$ cat src/rtl/pic_cpu_ack_master.sv
// rtl/pic_cpu_ack_master.sv - CPU-side INTA acknowledge and OCW2 EOI master for an 8259 PIC
module pic_cpu_ack_master #(
  parameter int PULSE_CYCLES = 2,
  parameter int GAP_CYCLES   = 2,
  parameter int WR_CYCLES    = 2
) (
  input  logic       clk,
  input  logic       reset,
  input  logic       int_req,
  input  logic       ack_enable,
  input  logic [7:0] data_in,
  output logic       inta_n,
  output logic [7:0] vector,
  output logic       vector_valid,
  input  logic       eoi_req,
  input  logic       eoi_specific,
  input  logic [2:0] eoi_level,
  output logic       eoi_done,
  output logic       cs_n,
  output logic       wr_n,
  output logic       a0,
  output logic [7:0] data_out,
  output logic       data_oe,
  output logic       busy
);

  // Counter reloads: each timed state lasts (reload + 1) clocks.
  localparam logic [3:0] PULSE_M1 = 4'(PULSE_CYCLES - 1);
  localparam logic [3:0] GAP_M1   = 4'(GAP_CYCLES - 1);
  localparam logic [3:0] WR_M1    = 4'(WR_CYCLES - 1);

  typedef enum logic [2:0] {
    IDLE, ACK1, GAP, ACK2, VEC, EOI_SETUP, EOI_WR, EOI_HOLD
  } state_t;

  state_t     state_q;
  logic [3:0] cnt_q;
  logic       sync1_q, sync2_q;
  logic       eoi_pend_q, eoi_spec_q;
  logic [2:0] eoi_lvl_q;
  logic       inta_n_q, vector_valid_q, eoi_done_q;
  logic       cs_n_q, wr_n_q, data_oe_q;
  logic [7:0] vector_q, data_out_q;

  // Two-flop synchroniser for the asynchronous INT line.
  always_ff @(posedge clk) begin
    if (reset) begin
      sync1_q <= 1'b0;
      sync2_q <= 1'b0;
    end else begin
      sync1_q <= int_req;
      sync2_q <= sync1_q;
    end
  end

  // Main sequencer: INTA pulse pair, vector capture, EOI write, plus the EOI request latch.
  always_ff @(posedge clk) begin
    if (reset) begin
      state_q        <= IDLE;
      cnt_q          <= 4'd0;
      eoi_pend_q     <= 1'b0;
      eoi_spec_q     <= 1'b0;
      eoi_lvl_q      <= 3'd0;
      inta_n_q       <= 1'b1;
      vector_q       <= 8'h00;
      vector_valid_q <= 1'b0;
      eoi_done_q     <= 1'b0;
      cs_n_q         <= 1'b1;
      wr_n_q         <= 1'b1;
      data_oe_q      <= 1'b0;
      data_out_q     <= 8'h00;
    end else begin
      // Only one EOI may be outstanding; later requests are dropped until it completes.
      if (!eoi_pend_q && eoi_req) begin
        eoi_pend_q <= 1'b1;
        eoi_spec_q <= eoi_specific;
        eoi_lvl_q  <= eoi_level;
      end

      case (state_q)
        IDLE: begin
          vector_valid_q <= 1'b0;
          eoi_done_q     <= 1'b0;
          if (eoi_pend_q) begin
            state_q    <= EOI_SETUP;
            cs_n_q     <= 1'b0;
            data_oe_q  <= 1'b1;
            data_out_q <= eoi_spec_q ? {5'b01100, eoi_lvl_q} : 8'h20;
          end else if (sync2_q && ack_enable) begin
            state_q  <= ACK1;
            inta_n_q <= 1'b0;
            cnt_q    <= PULSE_M1;
          end
        end
        ACK1: begin
          if (cnt_q == 4'd0) begin
            state_q  <= GAP;
            inta_n_q <= 1'b1;
            cnt_q    <= GAP_M1;
          end else begin
            cnt_q <= cnt_q - 4'd1;
          end
        end
        GAP: begin
          if (cnt_q == 4'd0) begin
            state_q  <= ACK2;
            inta_n_q <= 1'b0;
            cnt_q    <= PULSE_M1;
          end else begin
            cnt_q <= cnt_q - 4'd1;
          end
        end
        ACK2: begin
          // The PIC drives the vector during the second pulse; sample on its last cycle.
          if (cnt_q == 4'd0) begin
            state_q        <= VEC;
            inta_n_q       <= 1'b1;
            vector_q       <= data_in;
            vector_valid_q <= 1'b1;
          end else begin
            cnt_q <= cnt_q - 4'd1;
          end
        end
        VEC: begin
          state_q        <= IDLE;
          vector_valid_q <= 1'b0;
        end
        EOI_SETUP: begin
          state_q <= EOI_WR;
          wr_n_q  <= 1'b0;
          cnt_q   <= WR_M1;
        end
        EOI_WR: begin
          if (cnt_q == 4'd0) begin
            state_q <= EOI_HOLD;
            wr_n_q  <= 1'b1;
          end else begin
            cnt_q <= cnt_q - 4'd1;
          end
        end
        EOI_HOLD: begin
          state_q    <= IDLE;
          cs_n_q     <= 1'b1;
          data_oe_q  <= 1'b0;
          data_out_q <= 8'h00;
          eoi_done_q <= 1'b1;
          eoi_pend_q <= 1'b0;
        end
        default: state_q <= IDLE;
      endcase
    end
  end

  assign inta_n       = inta_n_q;
  assign vector       = vector_q;
  assign vector_valid = vector_valid_q;
  assign eoi_done     = eoi_done_q;
  assign cs_n         = cs_n_q;
  assign wr_n         = wr_n_q;
  assign a0           = 1'b0;
  assign data_out     = data_out_q;
  assign data_oe      = data_oe_q;
  assign busy         = (state_q != IDLE);

endmodule

$ cat config.mk
export PLATFORM = sky130hd
export DESIGN_NAME = pic_cpu_ack_master
export DESIGN_NICKNAME = d
export VERILOG_FILES = /design/src/rtl/pic_cpu_ack_master.sv
export SDC_FILE = /design/constraint.sdc
export NUM_CORES = 1
export LEC_CHECK = 0
export BUFFER_PORTS_ARGS = -buffer_cell sky130_fd_sc_hd__buf_4
export CAP_MARGIN = 10
export CORE_MARGIN = 1.5
export CORE_UTILIZATION = 51
export DETAILED_ROUTE_END_ITERATION = 6
export PLACE_DENSITY_LB_ADDON = 0.1
export SETUP_SLACK_MARGIN = 0.1
export SLEW_MARGIN = 20
export SYNTH_ARGS = -nofsm -noshare
export SYNTH_HDL_FRONTEND = slang
export SYNTH_SLANG_ARGS = --single-unit
$ cat constraint.sdc
create_clock -name clk -period 2 [get_ports clk]
set_input_delay 0.4 -clock clk [delete_from_list [all_inputs] [get_ports clk]]
set_output_delay 0.4 -clock clk [all_outputs]
set_load 0.005 [all_outputs]
=== Word level (Yosys, flattened, before mapping) ===
Index checks and enable logic that the tools add are counted.

* Register bits: 36
* Bits in latches: 0
* Bits in writable memories: 0
* Bits in read-only memories: 0
* Input bits: 17
* Memories kept: 0

* $add $sub $neg: 1
* Multiply operators: 0
* Div/mod/pow operators: 0
* $lt $le $gt $ge: 0
* Equal/unequal tests: 17
* Shifts and indexed selects: 0
* Muxes and demuxes: 27
* Bitwise operators: 0
* Reduce and logical (&&, ||, !) cells: 24

{| class="wikitable"
|+ Operators by type and width
! kind !! count
|-
| $pmux 3 s7 || 1
|-
| $mux 3 || 6
|-
| $mux 4 || 4
|-
| $ne 2x2->1 const B || 8
|-
| $pmux 4 s4 || 1
|-
| $pmux 8 s2 || 1
|-
| $eq 3x3->1 const B || 4
|-
| $reduce_or 2->1 || 6
|-
| $pmux 1 s2 || 5
|-
| $reduce_and 5->1 || 2
|-
| $mux 8 || 1
|-
| $reduce_and 2->1 || 4
|-
| $mux 7 || 1
|-
| $eq 3x2->1 const B || 2
|-
| $mux 1 || 6
|-
| $reduce_bool 2->1 || 3
|-
| $reduce_bool 3->1 || 2
|-
| $logic_not 4->1 || 1
|-
| $reduce_and 4->1 || 1
|-
| $reduce_bool 4->1 || 1
|-
| $sub 4x1->4 const B || 1
|-
| $eq 3x1->1 const B || 1
|-
| $logic_not 3->1 || 1
|-
| $ne 3x3->1 const B || 1
|-
| 4 further kinds || 5
|}

=== Depth between registers and ports, before layout ===
Gate-level depths: netlist of the first run.

* Word-level depth: 4
* Gate-level depth with buffers: 7
* Gate-level depth less buffers: 7

=== Least setup slack after synthesis of the first run ===
Ideal clock, no wire load.

* Path type: register to register
* From: reg state_q[0]
* To: reg cnt_q[0]
* Setup time: 0.116 ns
* Arrival: 1.635 ns
* Slack: 0.249 ns
* Cell stages (with the launch flop): 8
* Clock period less this slack: 1.751 ns
* Cell sequence: dfxtp_1 -> inv_1 -> ha_1 -> buf_2 -> nor2_2 -> o31ai_1 -> or4b_1 -> o211a_1

* Word-level cells in the longest chain between the ends: 4
* Elaborated cells between the ends (all ways): 14
* Classes of those cells: eq/ne (8); mux (1); reduce/logical (5)

{| class="wikitable"
|+ Ends and longest elaborated chain
! item !! line !! RTL
|-
| start: declaration || 36 || <nowiki>state_t state_q;</nowiki>
|-
| start signal: assignment || 59 || <nowiki>state_q <= IDLE;</nowiki>
|-
| start signal: assignment || 85 || <nowiki>state_q <= EOI_SETUP;</nowiki>
|-
| start signal: assignment || 90 || <nowiki>state_q <= ACK1;</nowiki>
|-
| $eq 3x3->1 (tied with other cells) || 80 || <nowiki>case (state_q)</nowiki>
|-
| $reduce_or 2->1 (no line) || -- ||
|-
| $ne 2x2->1 (no line) or $reduce_bool 4->1 (tied branches) || -- ||
|-
| $reduce_and 4->1 (no line) || -- ||
|-
| end signal: assignment || 101 || <nowiki>cnt_q <= cnt_q - 4'd1;</nowiki>
|-
| end signal: assignment || 110 || <nowiki>cnt_q <= cnt_q - 4'd1;</nowiki>
|-
| end signal: assignment || 121 || <nowiki>cnt_q <= cnt_q - 4'd1;</nowiki>
|-
| end: declaration || 37 || <nowiki>logic [3:0] cnt_q;</nowiki>
|}

Several ways; a longest one is shown, not always the timed one.
A chain may end at the register's enable or synchronous reset.

=== Final worst setup path of the first run ===
* From: reg state_q[0]
* To: reg state_q[1]

* Word-level cells in the longest chain between the ends: 3
* Elaborated cells between the ends (all ways): 16
* Classes of those cells: eq/ne (12); mux (1); reduce/logical (3)

{| class="wikitable"
|+ Ends and longest elaborated chain
! item !! line
|-
| $eq 3x3->1 (tied with other cells) || 80
|-
| $reduce_or 2->1 (no line) (tied with other cells) || --
|-
| $pmux 3 s7 or $reduce_and 5->1 (tied branches) || --
|}

Several ways; a longest one is shown, not always the timed one.

==> results of run 1 <==
[cell usage in the layout (no fill, tap or decap), types with 2 or more instances in the layout]
cell and count:
conb_1 4, o21ai_0 4, clkbuf_4 5, a21oi_1 11
nand3_1 4, nand2b_1 2, inv_1 4, ha_1 3
nand2_1 16, buf_4 38, mux2i_1 14, or4b_1 2
inv_2 3, o32ai_1 2, dfxtp_1 30, nor2_1 17
and2_1 2, o211a_1 2, o31ai_1 4, dfxtp_2 2
a31o_1 2, nor2b_1 4, ha_4 2
[routing by layer]
metal | vias up | wire length (um) | track usage (%)
met4 | 0 | 39 | 7.641
li1 | 631 | - | -
met3 | 5 | 179 | 6.027
met1 | 577 | 1461 | 24.75
met2 | 36 | 1406 | 30.52
met5 | - | 0 | 0
[registers in the layout, indices dropped and copies added, names as in the netlist]
name,count
vector_valid,1
eoi_spec_q,1
eoi_lvl_q,3
data_out,5
state_q,3
wr_n,1
sync2_q,1
inta_n,1
sync1_q,1
eoi_done,1
cnt_q,4
cs_n,1
vector,8
eoi_pend_q,1
[logic make-up after synthesis]
kind of cell,after synthesis
and+or+nand+nor,59
AOI/OAI and AO/OA,34
DFF,32
buffers and inverters,19
muxes,14
adders and majority gates,6
other,1
[metrics by stage]
stage,power [mW],std cells
floorplan,1.585,168
global placement,1.823,224
detailed placement,1.857,224
CTS,2.373,232
global route,2.620,233
finish,2.453,233
[critical path, cell delays in order, from the launching register on]
cell and delay, ns:
dfxtp_1 0.37, ha_1 0.31, o21ba_2 0.26, a2bb2oi_2 0.17, or4b_1 0.52, o31ai_1 0.10
[final cells by class]
cell class | instances | area share (%)
multi-input cells | 117 | 44.15
flip-flops and latches | 32 | 33.57
repair buffers | 38 | 14.89
clock buffers | 6 | 2.155
well taps | 31 | 2.025
clock inverters | 2 | 1.829
inverters | 7 | 1.372
[path summary, 6_finish.rpt]
path	from	slack, ns	cells after the start	endpoint
max reg2reg	state_q[0]	0.16	5	state_q[1]
max	state_q[0]	0.16	5	state_q[1]
min reg2reg	sync1_q	0.46	1	sync2_q
min	eoi_req	0.28	3	eoi_pend_q
[report_power, final]
group | total, mW | internal (mW) | leakage, nW | switching, mW
Combinational | 1.14 | 0.566 | 0.612 | 0.577
Clock | 0.478 | 0.262 | 0.0422 | 0.216
Sequential | 0.832 | 0.735 | 0.262 | 0.0976
[repair_timing]
| item | CTS | global route |
|---|---|---|
| buffers inserted | 0 | 1 |
| gates resized for setup | 3 | 11 |
| endpoints found under the setup margin | 2 | 13 |
==> flow_summary.toml, run 1 <==
[yosys]
yosysWarnings = 0
synth-seq-cells = 32
synth_edf_count = 0
synth_top_area_share_pct = 41.86
synth_compound_area_share_pct = 16.84
synth-main-ff-cell = "dfxtp_1"
synth_xor_xnor_area_share_pct = 0
synth-async-reset-ratio_pct = 0
synth_top_cells_by_count = "dfxtp_1 (32), nor2_1 (17), nand2_1 (16), mux2i_1 (14), a21oi_1 (11)"
synthAdderAreaFrac_pct = 4.906
synthTopCellsByArea = "dfxtp_1 (42%), mux2i_1 (9.2%), ha_1 (4.9%), nor2_1 (4.2%), nand2_1 (3.9%)"
synth_cells = 165
synth_top_family_by_area = "simple AND/OR/NAND/NOR gates"
yosys-mux-area-fraction_pct = 9.158
syn_area_per_cell_um2 = 9.274
yosysSeqAreaShare_pct = 41.86
synth.distinct_cells = 43
synth_top_cell_by_area = "dfxtp_1"
mappedNetlistArea_um2 = 1530
yosys.area_share.simple_pct = 20.44
synth.most_common_cell = "dfxtp_1"

[layout]
antenna_cells = 0
num-fill-cells = 246
seqCellArea_um2 = 643.1
fin_area_um2 = 1916
areaGrowthSynthToFinish_pct = 25.18
final_nets = 224
final_util_pct = 68.29
multi_input_area_um2 = 845.8
layout-drive-gt1-share_pct = 31.68

[die]
die-area_um2 = 3338
rows = 19
core_um2 = 2805
initial_utilization_pct = 54.55
io_pins = 41
die_y_um = 57.78
die_x_um = 57.78

[run_status]
violations = "design-rule violations"
status = "finished, violations left"

[cts]
cts_made_buffers = 5
cts_root_buffer = "clkbuf_4"
cts_max_level = 2
cts_tree = "built"
clock_sinks = 32
hold_buffers = 0
clockBufferDepth = 2
clock_latency_ns = 0.33
path_clk_slew_ns = 0.10

[drt]
wirelength_mm = 3.086
via_per_inst = 5.361
drtPass1Iterations = 6
ant_nets = 0
drt_iter0_drc = 24
detail_route.wl_per_cell_um = 13.24
post-route-drc-count = 4
via_count = 1249

[grt]
antenna_found_initial = 0
grt_overflow = 0
grt_pass1_vias = 1139
grt_start_max_net_pins = 27
grt_pass1_wl_mm = 4.995
grtUsageTotal_pct = 19.34

[power]
p_leak_nw = 0.9160
power_density_nw_per_um2 = 1280
ir_drop_mv = 0.6762

[worst_setup_path]
required_ns = 2.22
critPathLaunchType = "flop"
path_class = "reg -> reg"
worst-path-max-fanout = 6
cp.arrival_ns = 2.05
endpoint_kind = "flop"

[sta]
fin_hold_ws_ns = 0.2813
fin_ws_ns = 0.1644
finClkSkew_ns = 0.01132
hold_viol_final = 0
setup_viol = 0
final.setup.tns_ns = 0
period_share_pct = 91.78
fmax_ghz = 0.5448
rsz0062_at_grt = "false"
period_needed_ns = 1.836
slew_viol_final = 0

[worst_hold_path]
hold_class = "in -> reg"

[flow_run]
cap_violations = 0

[place]
globalplace.congestion = 0.8077
place_hpwl_mm = 2.220
port_buffers = 36
post-place-ws_ns = 0.1108
dpl_cell_area_um2 = 1784
No activity file was read; power rests on OpenSTA's default activity.
==> run 2: changes to the inputs <==
--- a/config.mk
+++ b/config.mk
@@ -10,3 +10,3 @@
 export CORE_MARGIN = 1.5
-export CORE_UTILIZATION = 51
+export CORE_UTILIZATION = 46
 export DETAILED_ROUTE_END_ITERATION = 6
==> constraint.sdc (replaced) <==
create_clock -name clk -period 1.6 [get_ports clk]
set_input_delay 0.16 -clock clk [delete_from_list [all_inputs] [get_ports clk]]
set_output_delay 0.16 -clock clk [all_outputs]
set_load 0.005 [all_outputs]
==> run 2 against run 1 <==
Net effect: the flow finishes with violations (negative setup slack); clock-buffer cell count grew 1; global-route usage grew 1.6 points; first-iteration DRC count grew 71%; wire length grew 8.7%; critical path depth grew 1; via count grew 6.7%; largest power group unchanged.
==> flow_summary.toml, run 2 (synthesis gave the netlist of run 1 again) <==
[run_status]
status = "finished, violations left"
violations = "negative setup slack"

[die]
io_pins = 41
rows = 20
die_x_um = 60.68
die_y_um = 60.68
die-area_um2 = 3681
initial_utilization_pct = 49.31
core_um2 = 3103

[grt]
grtUsageTotal_pct = 20.98
grt_pass1_vias = 1286
grt_pass1_wl_mm = 5.616
grt_start_max_net_pins = 27
antenna_found_initial = 0
grt_overflow = 0

[cts]
clock_sinks = 32
cts_tree = "built"
path_clk_slew_ns = 0.10
cts_max_level = 2
cts_made_buffers = 5
clockBufferDepth = 2
clock_latency_ns = 0.33
hold_buffers = 0
cts_root_buffer = "clkbuf_4"

[worst_setup_path]
required_ns = 1.83
ff2ff_setup_slack_ns = -0.05
reg2regPathDepth = 6
path_class = "reg -> reg"
cp.arrival_ns = 1.88
endpoint_kind = "flop"
r2r_end = "cnt_q[0]"
critPathLaunchType = "flop"
endpoint = "cnt_q[0]"
reg2reg_from = "state_q[0]"
worst-path-max-fanout = 4
startpoint = "state_q[0]"

[layout]
final_cells = 267
areaGrowthSynthToFinish_pct = 45.05
final_util_pct = 71.53
num-fill-cells = 269
antenna_cells = 0
layout-drive-gt1-share_pct = 45.74
final_common_cell = "buf_4"
fin_area_um2 = 2220
final_cell_mix = "buf_4 (53), dfxtp_1 (27), nand2_1 (16), nor2_1 (16), mux2i_1 (13)"
largest_reg_flops = 8
final_nets = 245

[sta]
slew_viol_final = 0
hold_viol_final = 0
period_needed_ns = 1.655
final.setup.tns_ns = -0.08867
finClkSkew_ns = 0.006093
fmax_ghz = 0.6043
rsz0062_at_grt = "true"
period_share_pct = 103.4
fin_ws_ns = -0.05475
setup_viol = 3

[place]
globalplace.congestion = 0.8426
place_hpwl_mm = 2.448
dp.cells = 254
post-place-ws_ns = -0.1869
port_buffers = 36
dpl_cell_area_um2 = 2026

[power]
p_leak_nw = 1.030
power_density_nw_per_um2 = 1679
ir_drop_mv = 1.217

[flow_run]
cap_violations = 0

[drt]
via_count = 1333
drtPass1Iterations = 4
ant_nets = 0
wirelength_mm = 3.355
post-route-drc-count = 0
via_per_inst = 4.993
drt_iter0_drc = 41
detail_route.wl_per_cell_um = 12.57

[worst_hold_path]
hold_class = "in -> reg"
whs_path_depth = 2
==> run 2: cell types whose count changed in the layout (fill, tap and decap cells not counted), sizes merged <==
cell    before  now
inv          7    8
bufinv       1    0
clkbuf       6    7
clkinv       1    0
or2          2    3
buf         38   58
==> run 2: repair_timing <==
action	CTS	global route
resized for setup	15	12
setup endpoints to repair	17	21
pin swaps	13	4
setup buffers	2	2
cloned	1	0
==> run 2: report_power, final <==
part | total [mW] | internal (mW) | switching [mW] | leakage, nW
sequential | 1.06 | 0.932 | 0.124 | 0.263
combinational | 2.18 | 1.23 | 0.951 | 0.731
clock | 0.489 | 0.216 | 0.273 | 0.0358
==> run 2: worst max-delay path, cell delays in order (launching register included) <==
cell     delay [ns]
dfxtp_4        0.41
inv_6          0.05
ha_4           0.17
nor2b_4        0.15
a22oi_4        0.18
or4b_1         0.45
o211a_1        0.14
==> run 2: worst min-delay path by stage <==
stage | to | startpoint
floorplan | eoi_pend_q | eoi_req
global placement | sync1_q | int_req
detailed placement | sync1_q | int_req
CTS | sync1_q | int_req
global route | vector[6] | data_in[6]
finish | sync1_q | int_req
==> run 2: final cells by class <==
class / count / area [um^2] / share of cell area [%]
multi-input combinational: 118 / 952.2 / 42.90
sequential: 32 / 651.9 / 29.37
timing repair buffer: 58 / 462.9 / 20.86
clock buffer: 7 / 55.05 / 2.480
tap: 44 / 55.05 / 2.480
inverter: 7 / 36.28 / 1.635
clock inverter: 1 / 6.256 / 0.2818
==> run 2: through the flow <==
step / hold slack (ns) / power [mW]
5_1_grt: 0.03470 / 3.997
4_1_cts: 0.02723 / 3.562
3_5_place_dp: 0.3810 / 2.937
2_1_floorplan: 0.2758 / 2.209
6_report: 0.03910 / 3.726
3_3_place_gp: 0.3777 / 2.877
==> run 2: routing by layer <==
metal	global-route usage, %	vias up	part of all wire (%)
li1	-	675	-
met4	8.696	0	0.83
met3	7.036	4	5.9
met2	33.18	41	48
met1	26.29	613	46
met5	0	-	0
==> run 3: changes to the inputs <==
Settings changed: ABC_AREA set to 1, CORE_UTILIZATION 46 to 47, SKIP_LAST_GASP set to 1.
==> run 3 against run 2 <==
Net effect: the run now ends clean; synthesized cell count grew 28%; combinational power decreased by 9%; synthesized area is 3.1% higher; fmax is 12% higher; clock skew is 0.0040 ns higher; critical path type unchanged; largest power group unchanged.
==> flow_summary.toml, run 3 <==
[worst_setup_path]
slowest_stage = "dfxtp_4"
endpoint_kind = "flop"
critPathLaunchType = "flop"
reg2reg_from = "state_q[0]"
required_ns = 1.82
ff2ff_setup_slack_ns = 0.12
path_cells = "ha_2 > o21ai_4 > nand2_2 > nand2_1 > nand2_2 > o21ai_0 > a21oi_1"
reg2regPathDepth = 7
crit_top_cell = "nand2_2"
r2r_end = "state_q[1]"
cp.arrival_ns = 1.70
slowest_delay_ns = 0.37
worst-path-max-fanout = 7
path_class = "reg -> reg"

[grt]
grt_start_max_net_pins = 19
grtUsageTotal_pct = 20.71
antenna_found_initial = 0
grt_pass1_vias = 1340
grt_overflow = 0
grt_pass1_wl_mm = 5.699

[drt]
detail_route.wl_per_cell_um = 11.57
via_count = 1486
ant_nets = 0
drt_iter0_drc = 71
post-route-drc-count = 0
drtPass1Iterations = 4
via_per_inst = 4.856
wirelength_mm = 3.541

[yosys]
synth_xor_xnor_area_share_pct = 0.5551
synth-async-reset-ratio_pct = 0
synth-main-ff-cell = "dfxtp_1"
yosysSeqAreaShare_pct = 40.60
synthAdderAreaFrac_pct = 4.758
synth_top_family_by_area = "simple AND/OR/NAND/NOR gates"
synth_edf_count = 0
synth_compound_area_share_pct = 12.69
synthTopCellsByArea = "dfxtp_1 (41%), nor2_1 (9.3%), nand2_1 (8.3%), o21ai_0 (6.3%), ha_1 (4.8%)"
yosys.area_share.simple_pct = 31.88
syn_area_per_cell_um2 = 7.478
synth_cells = 211
synth_top_cell_by_area = "dfxtp_1"
synth-seq-cells = 32
synth_top_area_share_pct = 40.60
mappedNetlistArea_um2 = 1578
synth.most_common_cell = "nor2_1"
synth.distinct_cells = 30
yosys-mux-area-fraction_pct = 0
synth_top_cells_by_count = "nor2_1 (39), nand2_1 (35), dfxtp_1 (32), o21ai_0 (20), inv_1 (16)"
yosysWarnings = 0

[run_status]
status = "complete, no violations"

[sta]
fmax_ghz = 0.6755
max_slew_margin_pct = 66.71
final.setup.tns_ns = 0
hold_viol_final = 0
rsz0062_at_grt = "true"
fin_ws_ns = 0.1197
period_needed_ns = 1.480
setup_viol = 0
period_share_pct = 92.52
finClkSkew_ns = 0.01009
slew_viol_final = 0
fin_hold_ws_ns = 0.02006
tightest_slew_ns = 0.4988

[layout]
layout-drive-gt1-share_pct = 37.40
final_nets = 284
fin_area_um2 = 2095
final_cell_mix = "buf_4 (46), nor2_1 (36), nand2_1 (34)"
multi_input_area_um2 = 865.8
num-fill-cells = 286
seqCellArea_um2 = 648.1
final_cells = 306
final_util_pct = 66.96
areaGrowthSynthToFinish_pct = 32.75
final_common_cell = "buf_4"
antenna_cells = 0
largest_reg_flops = 8

[cts]
cts_root_buffer = "clkbuf_4"
clock_sinks = 32
clock_latency_ns = 0.33
clockBufferDepth = 2
cts_max_level = 2
cts_tree = "built"
cts_made_buffers = 5
path_clk_slew_ns = 0.10

[place]
dp.cells = 290
place_hpwl_mm = 2.388
dpl_cell_area_um2 = 1888
globalplace.congestion = 0.8765
post-place-ws_ns = -0.005928
port_buffers = 36

[die]
die-area_um2 = 3714
core_um2 = 3128
initial_utilization_pct = 50.44
rows = 20
die_x_um = 60.94
die_y_um = 60.94
io_pins = 41

[worst_hold_path]
min_to = "sync1_q"
whs_path_depth = 3
hold_class = "in -> reg"
hold_start = "int_req"

[power]
total_power_mw = 3.556
power_density_nw_per_um2 = 1698
p_leak_nw = 0.9987
ir_drop_mv = 0.8186

[flow_run]
cap_violations = 0
[run 3: cell types whose count changed in the layout (fill, tap and decap cells not counted), moves of 4 or more]
cell	delta
ha_4	-4
nand2_2	+7
mux2i_1	-13
buf_4	-7
inv_1	+11
o21ai_0	+14
nor2_1	+20
o21ai_1	+4
nand2_1	+18
[run 3: how the worst max path moves through the flow]
stage | depth (start not counted) | start | to | slack, ns
floorplan | 8 | state_q[1] | state_q[0] | 0.18
global placement | 8 | state_q[1] | state_q[0] | -0.007
detailed placement | 8 | state_q[1] | state_q[0] | -0.006
CTS | 7 | state_q[0] | busy | 0.1
global route | 9 | state_q[1] | inta_n | 0.05
finish | 7 | state_q[0] | state_q[1] | 0.12
[run 3: what timing repair did]
item | CTS | global route
resized for setup | 10 | 20
hold endpoints to repair | 0 | 0
endpoints found under the setup margin | 8 | 15
setup buffers | 7 | 2
hold buffers | 0 | 0
pin swaps | 5 | 11
[run 3: metal layers]
layer	part of all wire (%)	global-route usage, %	routed length, um
met5	0	0	0
met4	2.2	10.25	78
met3	5.0	5.544	176
met2	45	31.64	1605
met1	47	26.99	1680
[run 3: area by class of cell]
type,count,area share (%)
clock buffers,7,2.628
clock inverters,1,0.3584
inverters,22,4.540
multi-input cells,152,41.34
flip-flops and latches,32,30.94
well taps,44,2.628
repair buffers,48,17.56
[run 3: cell families after synthesis]
logic type,Yosys count
AOI/OAI and AO/OA,37
DFF,32
and+or+nand+nor,104
other,1
buffers and inverters,30
adders and majority gates,6
xor gates and xnor gates,1
[run 3: critical path, delay by kind of cell, from the launching register on]
family          cells  cell delay, ns
flops               1            0.37
compound gates      3            0.45
fa+ha+maj           1            0.25
simple gates        3            0.31
[run 3: power by group]
| group | internal (mW) | switching, mW |
|---|---|---|
| logic | 0.856 | 1.13 |
| registers | 0.944 | 0.135 |
| clock network | 0.215 | 0.274 |
